**config.mk**
```make
export PLATFORM = sky130hd
export DESIGN_NAME = vga_timing_gen
export DESIGN_NICKNAME = d
export VERILOG_FILES = /design/src/rtl/vga_timing_pkg.sv /design/src/rtl/vga_timing_gen_sync_delay.sv /design/src/rtl/vga_timing_gen.sv
export SDC_FILE = /design/constraint.sdc
export NUM_CORES = 1
export LEC_CHECK = 0
export ABC_CLOCK_PERIOD_IN_PS = 2870
export CAP_MARGIN = 20
export CORE_UTILIZATION = 51
export CTS_CLUSTER_SIZE = 20
export DETAILED_ROUTE_END_ITERATION = 7
export PLACE_DENSITY = 0.79
export SYNTH_ARGS = -nofsm -noshare
export SYNTH_HDL_FRONTEND = slang
export SYNTH_SLANG_ARGS = --single-unit
```
**constraint.sdc**
```tcl
create_clock -name vga_clk -period 2.87 [get_ports vga_clk]
set_clock_uncertainty 0.05 [all_clocks]
set_input_delay 0.574 -clock vga_clk [delete_from_list [all_inputs] [get_ports vga_clk]]
set_output_delay 0.574 -clock vga_clk [all_outputs]
set_load 0.01 [all_outputs]
```
**src/rtl/vga_timing_pkg.sv**
```systemverilog
// VGA 640x480@60 timing constants shared by the timing generator.
package vga_timing_pkg;

  localparam int H_VISIBLE = 640;
  localparam int H_FP      = 16;
  localparam int H_SYNC    = 96;
  localparam int H_BP      = 48;
  localparam int H_TOTAL   = H_VISIBLE + H_FP + H_SYNC + H_BP;

  localparam int V_VISIBLE = 480;
  localparam int V_FP      = 10;
  localparam int V_SYNC    = 2;
  localparam int V_BP      = 33;
  localparam int V_TOTAL   = V_VISIBLE + V_FP + V_SYNC + V_BP;

  // Counter end points and sync windows (inclusive), all derived from the table above.
  localparam logic [9:0] H_LAST    = 10'(H_TOTAL - 1);
  localparam logic [9:0] V_LAST    = 10'(V_TOTAL - 1);
  localparam logic [9:0] H_VIS_LIM = 10'(H_VISIBLE);
  localparam logic [9:0] V_VIS_LIM = 10'(V_VISIBLE);
  localparam logic [9:0] HS_START  = 10'(H_VISIBLE + H_FP);
  localparam logic [9:0] HS_END    = 10'(H_VISIBLE + H_FP + H_SYNC - 1);
  localparam logic [9:0] VS_START  = 10'(V_VISIBLE + V_FP);
  localparam logic [9:0] VS_END    = 10'(V_VISIBLE + V_FP + V_SYNC - 1);

  // True when v lies in the inclusive window lo..hi.
  function automatic logic in_window(input logic [9:0] v, input logic [9:0] lo,
                                     input logic [9:0] hi);
    return (v >= lo) && (v <= hi);
  endfunction

endpackage

```
**src/rtl/vga_timing_gen_sync_delay.sv**
```systemverilog
// Fixed-depth shift register for sync signals; idles at 1 (inactive sync).
module sync_delay #(
  parameter int DEPTH = 2
) (
  input  logic clk,
  input  logic rst,
  input  logic d,
  output logic q
);

  generate
    if (DEPTH == 0) begin : g_bypass
      // Zero depth: straight wire; clock and reset are intentionally unused.
      logic unused_ok;
      assign unused_ok = clk ^ rst;
      assign q = d;
    end else begin : g_shift
      logic [DEPTH-1:0] sr;

      // Shift d in at the bottom; the oldest sample leaves at the top.
      always_ff @(posedge clk or posedge rst) begin
        if (rst) sr <= '1;
        else     sr <= DEPTH'({sr, d});
      end

      assign q = sr[DEPTH-1];
    end
  endgenerate

endmodule

```
**src/rtl/vga_timing_gen.sv**
```systemverilog
// 640x480 VGA raster counter with registered, counter-aligned blank/sync/frame flags.
module vga_timing_gen
  import vga_timing_pkg::*;
#(
  parameter int PIPE_DELAY = 2,
  parameter int FRAME_W    = 16
) (
  input  logic               vga_clk,
  input  logic               reset,
  output logic [9:0]         DrawX,
  output logic [9:0]         DrawY,
  output logic               blank,
  output logic               hs,
  output logic               vs,
  output logic               hs_d,
  output logic               vs_d,
  output logic               frame_start,
  output logic [FRAME_W-1:0] frame_cnt
);

  logic [9:0] x_nxt;
  logic [9:0] y_nxt;
  logic       line_end;
  logic       frame_end;
  logic       running;

  // Next raster position; wraps are explicit compares, never counter overflow.
  always_comb begin
    line_end  = (DrawX == H_LAST);
    frame_end = line_end && (DrawY == V_LAST);
    x_nxt     = line_end ? 10'd0 : DrawX + 10'd1;
    y_nxt     = DrawY;
    if (line_end) y_nxt = (DrawY == V_LAST) ? 10'd0 : DrawY + 10'd1;
  end

  // Counters plus flags decoded from the next position so they line up with DrawX/DrawY.
  always_ff @(posedge vga_clk or posedge reset) begin
    if (reset) begin
      DrawX       <= H_LAST;
      DrawY       <= V_LAST;
      blank       <= 1'b0;
      hs          <= 1'b1;
      vs          <= 1'b1;
      frame_start <= 1'b0;
      frame_cnt   <= '0;
      running     <= 1'b0;
    end else begin
      DrawX       <= x_nxt;
      DrawY       <= y_nxt;
      blank       <= (x_nxt < H_VIS_LIM) && (y_nxt < V_VIS_LIM);
      hs          <= ~in_window(x_nxt, HS_START, HS_END);
      vs          <= ~in_window(y_nxt, VS_START, VS_END);
      frame_start <= (x_nxt == 10'd0) && (y_nxt == 10'd0);
      running     <= 1'b1;
      // The reset-state position also looks like a frame end; only count real frames.
      if (running && frame_end) frame_cnt <= frame_cnt + FRAME_W'(1);
    end
  end

  sync_delay #(.DEPTH(PIPE_DELAY)) u_hs_delay (
    .clk (vga_clk),
    .rst (reset),
    .d   (hs),
    .q   (hs_d)
  );

  sync_delay #(.DEPTH(PIPE_DELAY)) u_vs_delay (
    .clk (vga_clk),
    .rst (reset),
    .d   (vs),
    .q   (vs_d)
  );

endmodule

```
# Word level (Yosys, flattened, before mapping)
# Cells that the tools add are included.
# totals
ff_bits	45
latch_bits	0
ram_bits	0
rom_bits	0
inputBits	2
output_inout_bits	42
mem_count	0
# op_classes
addsub	3
multipliers	0
div	0
order_cmp	6
eq_ne	2
shifts	0
muxes	3
bitwise	2
n_reduce_logical	8
# op_table
operator	count
$mux 10	3
$add 10x1->10 const B	2
$eq 10x10->1 const B	2
$logic_not 10->1	2
$add 16x1->16 const B	1
$ge 10x10->1 const B	1
$ge 10x9->1 const B	1
$le 10x10->1 const B	1
$le 10x9->1 const B	1
$lt 10x10->1 const B	1
$lt 10x9->1 const B	1
$logic_and 1x1->1	6
$not 1->1	2

# Depth between registers and ports, before layout
# Gate-level depths: netlist of the first run.
# logic_depth
word_depth	6
depth_mapped	9

# By module
# Synthesis of the first run repeated with hierarchy kept, for this count alone.
# hier_totals
cells_unflattened	233
area_unflattened_um2	2379.8
# by_module_without_submodules
module	n_inst	cells_each	area_each_um2	seq_area_each_um2
vga_timing_gen	1	227	2267.2	1041.0
sync_delay	2	3	56.3	52.6

# Least setup slack after synthesis of the first run
# Ideal clock, no wire load.
# synth_path
kind	register to register
startpoint	register DrawX[0]
endpoint	register vs
setup_ns	0.094
arrival_time_ns	2.516
required_time_ns	2.726
setup_slack_ns	0.210
path_stages_with_launch	10
n_path_buf	2
period_less_slack_ns	2.660
cell_sequence	dfstp_2 ha_1 and4_1 buf_4 nand3_4 or3_1 buf_2 nor3b_2 o211ai_1 or4b_1
# synth_between
elab_chain_len	5
# synth_lines
item	line_no	source
from (decl)	vga_timing_gen.sv:10	output logic [9:0] DrawX,
from (signal assigned)	vga_timing_gen.sv:48	DrawX <= x_nxt;
$eq 10x10->1 (*)	vga_timing_gen.sv:29	line_end = (DrawX == H_LAST);
$mux 10 (*)	vga_timing_gen.sv:33	if (line_end) y_nxt = (DrawY == V_LAST) ? 10'd0 : DrawY + 10'd1;
$ge 10x9->1 or $le 10x9->1 (tied branches)	vga_timing_pkg.sv:29	return (v >= lo) && (v <= hi);
$logic_and 1x1->1 (*)	vga_timing_pkg.sv:29	
$not 1->1 (*)	vga_timing_gen.sv:52	vs <= ~in_window(y_nxt, VS_START, VS_END);
to (signal assigned)	vga_timing_gen.sv:52	
to (decl)	vga_timing_gen.sv:14	output logic vs,
# Every way passes the cells marked *; elsewhere a longest branch is shown, timed or not.
# A chain may end at the register's enable or synchronous reset.

# Worst setup path in the final report of the first run
# Ends and elaborated chain as after synthesis.

==> impl_metrics.ini, run 1 <==
[run_status]
status = complete, no violations

[floorplanning]
core_sq_mm = 0.00414
rows = 23
die_width_microns = 68.9
dieHeight_microns = 68.9
initial_core_util = 0.551
io_pins = 44
dieArea_sq_mm = 0.00475

[yosys]
yosysMostFrequentCell = dfrtp_1
syn_area_per_cell_sq_um = 10.4
synth-edff-count = 0
synthCells = 219
synth.distinct_cells = 53
synth_top_cells_by_count = dfrtp_1, nand2_1, nor2_1, xnor2_1, dfstp_2
synth_flop_cell = dfrtp_1
ys_ff_latch = 45
async_flop_share = 1.00
synth_nets = 226
synth_top_area_cell = dfrtp_1
synthTopCellsByArea = dfrtp_1, dfstp_2, xnor2_1
ys_seq_area_frac = 0.502
synthesis.area_sq_mm = 0.00228
ys_warn_count = 0
synth_top_area_share = 0.318

[drt]
drcViolationCount = 0
num_vias = 1762
drt_iter0_markers = 171
dr.pass1.iters = 4
drt_wl_total_microns = 4660
drt-vias-per-instance = 5.51
ant_nets = 0
wl_per_cell_microns = 14.6

[place]
preCtsSetupSlack_ps = 226
io_buffers = 43
gp_congestion = 0.915
placed_cells = 312
hpwl_microns = 3460

[timing]
rsz0062_at_grt = no
fmax_mhz = 376
worstMarginPinSlew_ps = 869
slew_viol_final = 0
relSlewSlack = 0.417
finalSetupViolations = 0
fin_tns_setup_ps = 0
period_minus_slack_ps = 2660
final-hold-violation-count = 0
fin_ws_ps = 209
fin_crit_sh = 0.927

[critical_path]
critical-path-max-stage-delay_ps = 590
crit_type = flop to flop
crit_fanout = 9
start_kind = flop
cp.arrival_ps = 2830
required_ps = 3040
worstPathCellList = ha_1, and4_1, nand3_4, or3_1, nor3b_2, o211ai_1, or4b_1
cp-end-kind = flop
cp_slowest_cell = dfstp_2

[global_route]
grt_overflow = 0
grt_max_degree = 28
grt_pass1_wl_microns = 7450
grt_pass1_vias = 1557
grt_use_total = 0.222
antenna_found_initial = 0

[hold_path]
hp-class = flop to flop

[power]
p_per_area_mw_per_mm2 = 359
irDropWorstVdd_mv = 0.248
total_power_uw = 1040
p_leak_uw = 0.00117

[clocking]
ctsHoldBuffers = 0
cts_resized = 0
clock-sinks = 45
cts_buffers = 5
clockBufferDepth = 2
insertion_delay_ps = 300
postCtsSetupBuffers = 0
cts-root-buf = clkbuf_8
cts_tree = built
ctsHtreeMaxLevel = 2
clk_pin_slew_ps = 80

[layout]
fin_nets = 276
final_util = 0.696
num_antenna_cells = 0
stdcell_count = 320
syn_to_final_growth_pct = 26.4
drive_above_1_share = 0.156

[run]
cap_violations = 0
-- sequential cells by signal, indices dropped and copies added (netlist names) --
signal,flops
frame_start,1
DrawY,10
DrawX,10
u_vs_delay.g_shift.sr,2
running,1
hs,1
u_hs_delay.g_shift.sr,2
frame_cnt,16
vs,1
blank,1
-- through the flow --
stage | hold WS, ps | area [sq um]
after CTS | 310 | 2890
final | 309 | 2890
after global placement | 296 | 2800
after detailed placement | 298 | 2800
after global routing | 311 | 2890
after floorplan | 295 | 2280
-- power breakdown --
part / internal [uW] / total, uW / switching (uW)
combinational: 3.11 / 14.8 / 11.7
clock: 168 / 386 / 218
sequential: 635 / 636 / 0.870
-- final cells by class --
class / count / area [sq um]
Fill cell: 330 / 1260
Sequential cell: 45 / 1150
Multi-Input combinational cell: 153 / 1050
Timing Repair Buffer: 51 / 490
Clock buffer: 5 / 68.8
Tap cell: 50 / 62.6
Inverter: 13 / 48.8
Clock inverter: 3 / 17.5
-- critical path: cells and delay by family (launching register included) --
kind	cells	cell delay, ps
compound gates	1	110
fa+ha+maj	1	200
flops	1	590
simple gates	5	1620
-- cell families (layout without fill, tap and decap cells) --
logic type | after synthesis | after routing | synth area share
AOI/OAI and AO/OA | 25 | 25 | 0.0778
xor gates and xnor gates | 31 | 31 | 0.119
adders and majority gates | 5 | 5 | 0.0274
buffers and inverters | 21 | 72 | 0.0378
DFF | 45 | 45 | 0.502
muxes | 2 | 2 | 0.00986
other | 1 | 1 | 0.00164
and+or+nand+nor | 89 | 89 | 0.225
-- worst paths after layout --
kind,depth (start not counted),slack (ps),to,from
setup / recovery,7,210,vs$_DFF_PP1_,DrawX[0]$_DFF_PP1_
hold / removal,0,310,u_hs_delay.g_shift.sr[1]$_DFF_PP1_,u_hs_delay.g_shift.sr[0]$_DFF_PP1_
setup reg to reg,7,210,vs$_DFF_PP1_,DrawX[0]$_DFF_PP1_
hold reg to reg,0,310,u_hs_delay.g_shift.sr[1]$_DFF_PP1_,u_hs_delay.g_shift.sr[0]$_DFF_PP1_
max in group asynchronous,3,1500,u_hs_delay.g_shift.sr[1]$_DFF_PP1_,reset
min in group asynchronous,2,600,frame_cnt[5]$_DFFE_PP0P_,reset
-- layout by cell type, fill, tap and decap left out, types with 8 or more instances in the layout --
master / n
nand3_1: 11
dfrtp_1: 29
clkdlybuf4s50_1: 43
buf_4: 8
xor2_1: 13
nand2_1: 18
inv_1: 12
dfstp_2: 16
xnor2_1: 18
nand4_1: 10
nor2_1: 18
-- layer usage --
metal | vias to the layer above | track usage | part of all wire
met3 | 8 | 0.0559 | 0.051
li1 | 859 | - | -
met4 | 0 | 0.107 | 0.021
met2 | 43 | 0.320 | 0.45
met1 | 852 | 0.308 | 0.48
met5 | - | 0 | 0
No activity file was read; power rests on OpenSTA's default activity.
==> run 2, diff against run 1 <==
--- a/config.mk
+++ b/config.mk
@@ -7,10 +7,9 @@
 export LEC_CHECK = 0
 export ABC_CLOCK_PERIOD_IN_PS = 2870
 export CAP_MARGIN = 20
-export CORE_UTILIZATION = 51
+export CORE_UTILIZATION = 40
 export CTS_CLUSTER_SIZE = 20
 export DETAILED_ROUTE_END_ITERATION = 7
-export PLACE_DENSITY = 0.79
 export SYNTH_ARGS = -nofsm -noshare
 export SYNTH_HDL_FRONTEND = slang
 export SYNTH_SLANG_ARGS = --single-unit
==> constraint.sdc (replaced) <==
create_clock -name vga_clk -period 2.87 [get_ports vga_clk]
set_clock_uncertainty 0.05 [all_clocks]
set_input_delay 0.574 -clock vga_clk [delete_from_list [all_inputs] [get_ports vga_clk]]
set_output_delay 0.574 -clock vga_clk [all_outputs]
set_load 0.005 [all_outputs]
==> impl_metrics.ini, run 2 (synthesis gave the netlist of run 1 again) <==
[drt]
drt-vias-per-instance = 5.17
dr.pass1.iters = 4
drcViolationCount = 0
num_vias = 1782
wl_per_cell_microns = 14.3
ant_nets = 0
drt_iter0_markers = 108
drt_wl_total_microns = 4950

[floorplanning]
io_pins = 44
dieHeight_microns = 77.6
rows = 27
die_width_microns = 77.6
initial_core_util = 0.415
core_sq_mm = 0.00551
dieArea_sq_mm = 0.00601

[critical_path]
r2r_slack_ps = 290
crit_top_cell = nand4_1
cp_slowest_cell = dfstp_2
start_kind = flop
crit_fanout = 7
cp.arrival_ps = 2750
required_ps = 3040
critical-path-max-stage-delay_ps = 590
worstPathCellList = ha_1, nand4_1, nor4_2, nand4_1, xor2_1, a31oi_1, or4b_1
cp-end-kind = flop
crit_type = flop to flop

[run_status]
status = complete, no violations

[timing]
relSlewSlack = 0.419
slew_viol_final = 0
final-hold-violation-count = 0
fmax_mhz = 388
finalSetupViolations = 0
worstMarginPinSlew_ps = 866
period_minus_slack_ps = 2580
fin_crit_sh = 0.899
rsz0062_at_grt = no
fin_tns_setup_ps = 0

[clocking]
postCtsSetupBuffers = 0
cts-root-buf = clkbuf_8
clockBufferDepth = 2
ctsHoldBuffers = 0
cts_buffers = 5
clock-sinks = 45
cts_tree = built
ctsHtreeMaxLevel = 2
clk_pin_slew_ps = 90
insertion_delay_ps = 300
cts_resized = 0

[layout]
max_flop_register = frame_cnt
largest_reg_flops = 16
design_area_sq_mm = 0.00297
syn_to_final_growth_pct = 30.0
fin_nets = 279
num_antenna_cells = 0
drive_above_1_share = 0.165
reg_top3 = frame_cnt x16, DrawX x10, DrawY x10
final_common_cell = clkdlybuf4s50_1
final_cell_mix = clkdlybuf4s50_1, dfrtp_1, nor2_1, nand2_1, xnor2_1
stdcell_count = 345

[place]
gp_congestion = 0.856
io_buffers = 43
placed_cells = 337
dpl_cell_area_sq_mm = 0.00285
hpwl_microns = 3740

[power]
p_per_area_mw_per_mm2 = 389
p_leak_uw = 0.00120
total_power_uw = 1160
irDropWorstVdd_mv = 0.258

[global_route]
grt_pass1_vias = 1718
grt_use_total = 0.184
grt_pass1_wl_microns = 8570
grt_max_degree = 27
antenna_found_initial = 0
grt_overflow = 0

[run]
cap_violations = 0

[hold_path]
hp-class = flop to flop
run 2: cell count changes in the layout (fill, tap and decap cells not counted), sizes merged:
cell	change
buf	+3
bufinv	+1
clkbuf	+1
clkinv	-2
run 2: layout make-up:
type	count	area, sq um
tap	72	90.1
fill	498	2540
multi-input combinational	153	1050
sequential	45	1150
clock inverter	2	37.5
timing repair buffer	54	513
clock buffer	6	82.6
inverter	13	48.8
run 2: worst paths after layout:
path / start / end / cells after the start
hold reg to reg: u_hs_delay.g_shift.sr[0]$_DFF_PP1_ / u_hs_delay.g_shift.sr[1]$_DFF_PP1_ / 0
hold / removal: u_hs_delay.g_shift.sr[0]$_DFF_PP1_ / u_hs_delay.g_shift.sr[1]$_DFF_PP1_ / 0
setup / recovery: DrawX[0]$_DFF_PP1_ / vs$_DFF_PP1_ / 7
max in group asynchronous: reset / DrawX[2]$_DFF_PP1_ / 3
setup reg to reg: DrawX[0]$_DFF_PP1_ / vs$_DFF_PP1_ / 7
min in group asynchronous: reset / frame_cnt[7]$_DFFE_PP0P_ / 2
run 2: worst max-delay path: cells and delay by family, from the launching register on:
| family | cells | cell delay (ps) |
|---|---|---|
| flip-flops | 1 | 590 |
| AND/OR/NAND/NOR | 4 | 1290 |
| XOR/XNOR | 1 | 240 |
| AO/OA/AOI/OAI | 1 | 130 |
| adder cells (fa/ha/maj) | 1 | 200 |
run 2: metal layers:
metal / vias to the layer above / share of wire / GRT usage / routed length [microns]
met4: 0 / 0.020 / 0.0717 / 97
li1: 870 / - / - / -
met1: 847 / 0.46 / 0.254 / 2280
met3: 9 / 0.046 / 0.0365 / 229
met5: - / 0 / 0 / 0
met2: 56 / 0.47 / 0.282 / 2340
run 2: stage by stage:
| stage | utilization | hold WS (ps) | setup WS, ps |
|---|---|---|---|
| 6_report | 0.539 | 309 | 291 |
| 5_1_grt | 0.539 | 317 | 13.9 |
| 4_1_cts | 0.539 | 312 | 283 |
| 3_5_place_dp | 0.517 | 299 | 264 |
| 3_3_place_gp | 0.517 | 296 | 377 |
| 2_1_floorplan | - | 295 | 233 |
run 2: report_power, final:
part | total (uW) | switching, uW | leakage, uW | internal [uW]
Sequential | 636 | 0.831 | 0.000560 | 635
Clock | 504 | 220 | 0.0000574 | 283
Combinational | 15.5 | 12.4 | 0.000584 | 3.11
Total | 1160 | 234 | 0.00120 | 922
==> run 3, diff against run 2 <==
--- a/config.mk
+++ b/config.mk
@@ -5,7 +5,7 @@
 export SDC_FILE = /design/constraint.sdc
 export NUM_CORES = 1
 export LEC_CHECK = 0
-export ABC_CLOCK_PERIOD_IN_PS = 2870
+export ABC_CLOCK_PERIOD_IN_PS = 2900
 export CAP_MARGIN = 20
 export CORE_UTILIZATION = 40
 export CTS_CLUSTER_SIZE = 20
==> constraint.sdc (replaced) <==
create_clock -name vga_clk -period 2.9 [get_ports vga_clk]
set_clock_uncertainty 0.05 [all_clocks]
set_input_delay 0.58 -clock vga_clk [delete_from_list [all_inputs] [get_ports vga_clk]]
set_output_delay 0.58 -clock vga_clk [all_outputs]
set_load 0.005 [all_outputs]
==> results of run 3 <==
The final DEF is identical to that of run 2. Status: complete, no violations.
Among the figures that moved: setup slack after placement 264 ps -> 294 ps; setup slack after layout 291 ps -> 321 ps; register-to-register setup slack 290 ps -> 320 ps; total power 1160 uW -> 1140 uW; worst IR drop on VDD 0.258 mV -> 0.256 mV
